$ cat src/rtl/imem_loader.sv
// Boot loader: assembles a little-endian byte stream into 32-bit words, writes them to
// instruction memory, and holds the core in reset until the image checksum matches.
module imem_loader #(
  parameter logic [15:0] BaseAddr = 16'h0000,
  parameter int unsigned MaxWords = 1024
) (
  input  logic        clk_i,
  input  logic        rst_i,
  input  logic        rx_valid_i,
  input  logic [7:0]  rx_data_i,
  output logic        rx_ready_o,
  output logic        imem_wen_o,
  output logic [15:0] imem_address_o,
  output logic [31:0] imem_write_data_o,
  output logic        cpu_rst_o,
  output logic        done_o,
  output logic        error_o,
  output logic [15:0] word_count_o
);

  localparam logic [16:0] MaxWordsW = 17'(MaxWords);

  typedef enum logic [2:0] {
    StIdle, StLenLo, StLenHi, StData, StChk, StDone, StErr
  } state_e;

  state_e      state_q, state_d;
  logic [15:0] len_q, len_d;
  logic [23:0] asm_q, asm_d;  // lanes 0..2; lane 3 goes straight to the write word
  logic [1:0]  byte_idx_q, byte_idx_d;
  logic [7:0]  sum_q, sum_d;
  logic [15:0] word_count_q, word_count_d;
  logic        wen_q, wen_d;
  logic [15:0] addr_q, addr_d;
  logic [31:0] wdata_q, wdata_d;
  logic        rx_ready_q, rx_ready_d;
  logic        cpu_rst_q, cpu_rst_d;
  logic        done_q, done_d;
  logic        error_q, error_d;

  logic        accept;
  logic [15:0] len_full;

  assign accept   = rx_valid_i && rx_ready_q;
  assign len_full = {rx_data_i, len_q[7:0]};

  always_comb begin
    state_d      = state_q;
    len_d        = len_q;
    asm_d        = asm_q;
    byte_idx_d   = byte_idx_q;
    sum_d        = sum_q;
    word_count_d = word_count_q;
    wen_d        = 1'b0;
    addr_d       = addr_q;
    wdata_d      = wdata_q;

    unique case (state_q)
      StIdle: state_d = StLenLo;
      StLenLo: begin
        if (accept) begin
          len_d[7:0] = rx_data_i;
          state_d    = StLenHi;
        end
      end
      StLenHi: begin
        if (accept) begin
          len_d[15:8] = rx_data_i;
          if ({1'b0, len_full} > MaxWordsW) begin
            state_d = StErr;
          end else if (len_full == 16'd0) begin
            state_d = StChk;
          end else begin
            state_d = StData;
          end
        end
      end
      StData: begin
        if (accept) begin
          sum_d = sum_q + rx_data_i;
          if (byte_idx_q == 2'd3) begin
            wen_d        = 1'b1;
            wdata_d      = {rx_data_i, asm_q};
            addr_d       = BaseAddr + {word_count_q[13:0], 2'b00};
            word_count_d = word_count_q + 16'd1;
            byte_idx_d   = 2'd0;
            if (word_count_q + 16'd1 == len_q) begin
              state_d = StChk;
            end
          end else begin
            asm_d[byte_idx_q*8 +: 8] = rx_data_i;
            byte_idx_d               = byte_idx_q + 2'd1;
          end
        end
      end
      StChk: begin
        if (accept) begin
          state_d = (rx_data_i == sum_q) ? StDone : StErr;
        end
      end
      StDone, StErr: state_d = state_q;
      default: state_d = StIdle;
    endcase

    // Status outputs are registered from the next state so they change with it.
    rx_ready_d = (state_d == StLenLo) || (state_d == StLenHi) ||
                 (state_d == StData)  || (state_d == StChk);
    cpu_rst_d  = (state_d != StDone);
    done_d     = (state_d == StDone);
    error_d    = (state_d == StErr);
  end

  always_ff @(posedge clk_i or posedge rst_i) begin
    if (rst_i) begin
      state_q      <= StIdle;
      len_q        <= 16'd0;
      asm_q        <= 24'd0;
      byte_idx_q   <= 2'd0;
      sum_q        <= 8'd0;
      word_count_q <= 16'd0;
      wen_q        <= 1'b0;
      addr_q       <= BaseAddr;
      wdata_q      <= 32'd0;
      rx_ready_q   <= 1'b0;
      cpu_rst_q    <= 1'b1;
      done_q       <= 1'b0;
      error_q      <= 1'b0;
    end else begin
      state_q      <= state_d;
      len_q        <= len_d;
      asm_q        <= asm_d;
      byte_idx_q   <= byte_idx_d;
      sum_q        <= sum_d;
      word_count_q <= word_count_d;
      wen_q        <= wen_d;
      addr_q       <= addr_d;
      wdata_q      <= wdata_d;
      rx_ready_q   <= rx_ready_d;
      cpu_rst_q    <= cpu_rst_d;
      done_q       <= done_d;
      error_q      <= error_d;
    end
  end

  assign rx_ready_o        = rx_ready_q;
  assign imem_wen_o        = wen_q;
  assign imem_address_o    = addr_q;
  assign imem_write_data_o = wdata_q;
  assign cpu_rst_o         = cpu_rst_q;
  assign done_o            = done_q;
  assign error_o           = error_q;
  assign word_count_o      = word_count_q;

endmodule

$ cat config.mk
export PLATFORM = sky130hd
export DESIGN_NAME = imem_loader
export DESIGN_NICKNAME = d
export VERILOG_FILES = /design/src/rtl/imem_loader.sv
export SDC_FILE = /design/constraint.sdc
export NUM_CORES = 1
export LEC_CHECK = 0
export CAP_MARGIN = 20
export CORE_MARGIN = 2
export CORE_UTILIZATION = 55
export CTS_BUF_LIST = sky130_fd_sc_hd__clkbuf_16
export DETAILED_ROUTE_END_ITERATION = 16
export PLACE_DENSITY = 0.8
export SLEW_MARGIN = 10
export SYNTH_ARGS = -nofsm -noshare
export SYNTH_HDL_FRONTEND = slang
export SYNTH_SLANG_ARGS = --single-unit
export TNS_END_PERCENT = 5
$ cat constraint.sdc
create_clock -name clk_i -period 4.55 [get_ports clk_i]
set_input_delay 0.6825 -clock clk_i [delete_from_list [all_inputs] [get_ports clk_i]]
set_output_delay 0.6825 -clock clk_i [all_outputs]
set_load 0.01 [all_outputs]
==> results of run 1 <==
## cell families (layout without fill, tap and decap cells)
kind of cell    Yosys count  after routing  synth area share
mux                      15             15           0.02979
xor+xnor                 43             43           0.06642
simple gates            289            289            0.2271
flops                   120            120            0.5298
compound gates           72             72           0.07966
buf+inv                  46            132           0.03442
fa+ha+maj                14             14           0.03222
other cells               1              2         0.0006613
## area by class of cell
class / count / area, um^2 / area share
well taps: 136 / 170.2 / 0.02400
multi-input cells: 435 / 2477 / 0.3495
repair buffers: 81 / 800.8 / 0.1130
flip-flops and latches: 120 / 3004 / 0.4238
clock inverters: 15 / 137.6 / 0.01941
inverters: 19 / 73.82 / 0.01041
clock buffers: 17 / 425.4 / 0.06001
## state kept, by name, indices dropped and copies added (netlist names)
register           cells
error_o                1
rx_ready_o             1
cpu_rst_o              1
sum_q                  8
asm_q                 24
byte_idx_q             2
state_q                3
done_o                 1
word_count_o          16
imem_write_data_o     32
imem_wen_o             1
imem_address_o        14
len_q                 16
## cells in the final DEF, fill, tap and decap left out, types with 5 or more instances in the layout
| master | instances |
|---|---|
| clkdlybuf4s50_1 | 77 |
| dfrtp_1 | 119 |
| clkinv_2 | 5 |
| clkbuf_16 | 17 |
| inv_1 | 19 |
| o21ai_0 | 37 |
| nand2_1 | 212 |
| nor4_1 | 5 |
| nand3_1 | 5 |
| xor2_1 | 18 |
| nor3_1 | 8 |
| nand4_1 | 13 |
| nor2_1 | 16 |
| xnor2_1 | 25 |
| ha_1 | 13 |
| a21oi_1 | 10 |
| mux2_2 | 15 |
## worst min-delay path by stage
stage / end / depth (start not counted) / slack [ns] / start
floorplan: imem_write_data_o[0] / 2 / 0.44 / asm_q[0]
global placement: imem_write_data_o[18] / 2 / 0.45 / asm_q[18]
CTS: imem_write_data_o[21] / 2 / 0.47 / asm_q[21]
finish: imem_write_data_o[21] / 2 / 0.47 / asm_q[21]
global route: imem_address_o[10] / 2 / 0.49 / imem_address_o[10]
detailed placement: imem_write_data_o[5] / 2 / 0.46 / imem_write_data_o[5]
## synth_stat cells (all sizes together), types with 7 or more instances
cell type and number:
clkbuf 13, nand4 13, nand3 7, dfrtp 119, buf 14, inv 19
nor2 16, nand2 213, a21oi 11, xor2 18, xnor2 25, nor3 9
ha 13, mux2 15, o21ai 37, nor4 7
## per-stage QoR
| step | hold WS (ns) | setup slack, ns | area (um^2) | power [mW] | utilization |
|---|---|---|---|---|---|
| 3_5_place_dp | 0.4613 | 1.243 | 6526 | 2.735 | 0.6408 |
| 6_report | 0.4704 | 1.555 | 7089 | 4.006 | 0.6961 |
| 4_1_cts | 0.4727 | 1.536 | 7089 | 4.013 | 0.6961 |
| 3_3_place_gp | 0.4520 | 1.341 | 6526 | 2.670 | 0.6408 |
| 5_1_grt | 0.4930 | 1.359 | 7089 | 4.245 | 0.6961 |
| 2_1_floorplan | 0.4386 | 0.6833 | 5674 | 2.342 | - |
## power by group
part | leakage, nW | switching [mW] | internal [mW]
logic | 1.43 | 0.611 | 0.548
registers | 1.59 | 0.232 | 1.35
clock network | 0.278 | 0.473 | 0.795
total | 3.30 | 1.32 | 2.69
## per-layer routing
metal / vias to the layer above / track usage / routed length, um
met3: 23 / 0.05751 / 585
met5: - / 0 / 0
met1: 2191 / 0.3257 / 5683
li1: 2127 / - / -
met4: 0 / 0.09023 / 226
met2: 127 / 0.4051 / 6315
## critical path, delay by kind of cell
family / cells / cell delay, ns
AND/OR/NAND/NOR: 5 / 1.54
buffers and inverters: 2 / 0.82
XOR/XNOR: 1 / 0.24
==> flow_summary.toml, run 1 <==
[place]
dp_hpwl_um = 8476
dp.cells = 791
io_buffers = 77
place_congestion = 0.8436

[cts]
ctsHoldBuffers = 0
clock_latency_ns = 0.41
cts_buffers = 17
post_cts_resized = 0
clkTransAtPathRegs_ns = 0.06
postCtsSetupBuffers = 0
cts_max_path_buffers = 2
cts.sinks = 120
cts_tree = "built"
clockRootBuffer = "clkbuf_16"
htreeDepth = 4

[synthesis]
ys_ff_latch = 120
synth_area_leaders = "dfrtp_1 53%, nand2_1 14%, xnor2_1 3.9%"
synthFlopType = "dfrtp_1"
syn_area_per_cell_um2 = 9.451
post_synth_num_cell_types = 54
ys_async_sr_fraction = 1.000
syn_inst = 600
yosys.area.top_type_share = 0.5252
synth_edf_count = 0
synth_top_area_cell = "dfrtp_1"
syn_area_mm2 = 0.005670
yosysSeqAreaShare = 0.5298
ys.warnings.count = 0

[routing]
vias = 4468
drc = 0
drtPass1Iterations = 4
wl_per_cell_um = 15.57
antenna_left = 0
routed_wl_um = 12810
vias_per_cell = 5.429
drt-initial-drc-count = 268

[layout]
stdcell_count = 823
nets = 699
fillers = 746
drive_gt1_frac = 0.09753
syn_to_final_growth_pct = 25.02
antenna-diode-count = 0

[floorplan]
fp-row-count = 37
pin_count = 80
die_y_um = 105.5
core_area_mm2 = 0.01018
initial_core_util = 0.5568
die_area_mm2 = 0.01114
fp.dieW_um = 105.5

[timing]
post-route-min-period_ns = 2.995
fmax_mhz = 333.9
worst_slew_pin_slew_ns = 1.029
setup_violations = 0
fin_crit_sh = 0.6582
maxSlewHeadroom = 0.3085
tns_ns = 0
drv_slew = 0
skew_ns = 0.007434
rsz0062_at_grt = "false"
hold_violations = 0

[setup_path]
startpoint = "rx_valid_i"
crit_arrival_ns = 3.30
r2r_start = "rx_ready_o"
crit_type = "in2reg"
timing.rr.end = "word_count_o[14]"
ff2ff_setup_slack_ns = 1.89
cp-end-kind = "register"
cp_slowest_cell = "nor3_1"
cp_max_fo = 14
crit_path_start_kind = "primary input"
cp-endpoint = "word_count_o[14]"
crit_path_max_incr_delay_ns = 0.78
crit_chain = "clkdlybuf4s50_1 -> nand2_1 -> nor3_1 -> nand2_2 -> inv_1 -> nand2_1 -> nor3_1 -> xor2_1"
required_ns = 4.86
reg2regPathDepth = 7

[global_routing]
grt_pass1_vias = 4394
grt_pass1_wl_um = 21600
grt_max_degree = 73
grt_antenna_before_repair = 0
grtUsageTotal = 0.2480
grt_overflow = 0

[power]
p_leak_nw = 3.302
vdd_drop_max_v = 0.0003131
pwr_density_cell_mw_per_mm2 = 565.1

[flow_run]
maxCapViolations = 0

[min_path]
hold_path.class = "reg2reg"

[outcome]
status = "finished clean"
No activity file was read; power rests on OpenSTA's default activity.
==> run 2: changes to the inputs <==
CORE_UTILIZATION = 49   (was 55)
PLACE_DENSITY = 0.76   (was 0.8)
clock period = 2.6 ns   (was 4.55 ns; I/O delays follow)
==> flow_summary.toml, run 2 (same netlist as run 1, synthesis figures left out) <==
[outcome]
status = "finished clean"

[timing]
worst_slew_pin_slew_ns = 0.5953
drv_slew = 0
rsz0062_at_grt = "false"
fmax_mhz = 402.3
post-route-min-period_ns = 2.486
setup_violations = 0
hold_violations = 0
tns_ns = 0
fin_crit_sh = 0.9560
skew_ns = 0.007018
maxSlewHeadroom = 0.6031
hold_ws_ns = 0.4436

[setup_path]
cp_max_fo = 2
timing.rr.end = "sum_q[7]"
crit_type = "in2reg"
startpoint = "rx_data_i[1]"
cp.depth = 10
crit_arrival_ns = 2.82
worst-path-buf-inv = 2
required_ns = 2.94
crit_path_max_incr_delay_ns = 0.48
cp_slowest_cell = "a2111oi_1"
ff2ff_setup_slack_ns = 0.20
reg2regPathDepth = 9
crit_path_start_kind = "primary input"
cp-end-kind = "register"
crit_family = "compound AO/OA/AOI/OAI gates"
crit_chain = "clkdlybuf4s50_1 -> ha_1 -> a21o_1 -> a21oi_1 -> o21bai_1 -> a2111oi_1 -> buf_4 -> nor3_1 -> nor3_1 -> xor2_1"
crit_top_cell = "nor3_1"
r2r_start = "sum_q[1]"

[cts]
cts_buffers = 17
clockRootBuffer = "clkbuf_16"
htreeDepth = 4
cts_tree = "built"
cts.sinks = 120
clock_latency_ns = 0.41
cts_max_path_buffers = 2
postCtsSetupBuffers = 0
clkTransAtPathRegs_ns = 0.05

[routing]
wl_per_cell_um = 15.41
vias = 4569
drt-initial-drc-count = 335
vias_per_cell = 5.319
drtPass1Iterations = 5
routed_wl_um = 13240
antenna_left = 0
drc = 0

[floorplan]
initial_core_util = 0.4987
die_y_um = 111.6
core_area_mm2 = 0.01137
die_area_mm2 = 0.01245
fp.dieW_um = 111.6
fp-row-count = 39
pin_count = 80

[place]
io_buffers = 77
place_congestion = 0.8591
dp.cells = 827
dp_hpwl_um = 9281

[global_routing]
grt_antenna_before_repair = 0
grt_overflow = 0
grt_pass1_wl_um = 22140
grt_max_degree = 74
grt_pass1_vias = 4522
grtUsageTotal = 0.2239

[layout]
antenna-diode-count = 0
syn_to_final_growth_pct = 28.97
final_common_cell = "nand2_1"
layout_common_cells = "212 x nand2_1, 119 x dfrtp_1, 77 x clkdlybuf4s50_1"
drive_gt1_frac = 0.1271
stdcell_count = 859
nets = 728
largest_reg_flops = 32

[power]
vdd_drop_max_v = 0.0005848
pwr_density_cell_mw_per_mm2 = 980.5
p_leak_nw = 3.440

[min_path]
hold_path.class = "in2async"

[flow_run]
maxCapViolations = 0
-- run 2: cell types whose count changed in the layout (fill, tap and decap cells not counted), sizes merged --
cell,before,now
inv,20,21
clkinv,10,8
buf,4,33
clkinvlp,2,3
-- run 2: how the worst max path moves through the flow --
stage / to / slack (ns)
after floorplan: sum_q[7] / 0.45
after global placement: sum_q[7] / -0.1
after detailed placement: sum_q[7] / -0.13
after CTS: sum_q[7] / 0.19
after global routing: sum_q[7] / 0.05
final: sum_q[7] / 0.11
-- run 2: metrics by stage --
stage,power (mW),setup WS [ns],utilization,instance area [um^2]
finish,7.170,0.1144,0.6432,7313
CTS,7.192,0.1862,0.6431,7312
global route,7.580,0.04637,0.6432,7313
global placement,4.868,-0.09988,0.5951,6766
detailed placement,4.989,-0.1333,0.5951,6766
floorplan,4.100,0.4528,-,5678
-- run 2: repair_timing --
action                                  4_1_cts  5_1_grt
gates resized for setup                       0        1
hold buffers                                  0        0
endpoints found under the setup margin        0        1
-- run 2: power by group --
| part | internal [mW] | switching (mW) | total (mW) |
|---|---|---|---|
| sequential | 2.36 | 0.378 | 2.74 |
| clock | 1.37 | 0.786 | 2.16 |
| combinational | 1.11 | 1.16 | 2.28 |
| total | 4.84 | 2.33 | 7.17 |
-- run 2: layout make-up --
| type | count | area, um^2 |
|---|---|---|
| clock buffer | 17 | 425.4 |
| clock inverter | 15 | 120.1 |
| fill | 965 | 4056 |
| inverter | 19 | 75.07 |
| multi-input combinational | 435 | 2479 |
| sequential | 120 | 3004 |
| tap | 143 | 178.9 |
| timing repair buffer | 110 | 1031 |
-- run 2: tightest hold or removal path, cell delays in order --
cell             delay, ns
clkdlybuf4s50_1       0.44
clkinvlp_4            0.11
buf_12                0.33
-- run 2: metal layers --
metal  part of all wire  global-route usage  vias up
li1                   -                   -     2186
met2               0.50              0.3671      131
met5                  0                   0        -
met4              0.020             0.08889        0
met1               0.43              0.2888     2230
met3              0.049             0.05498       22
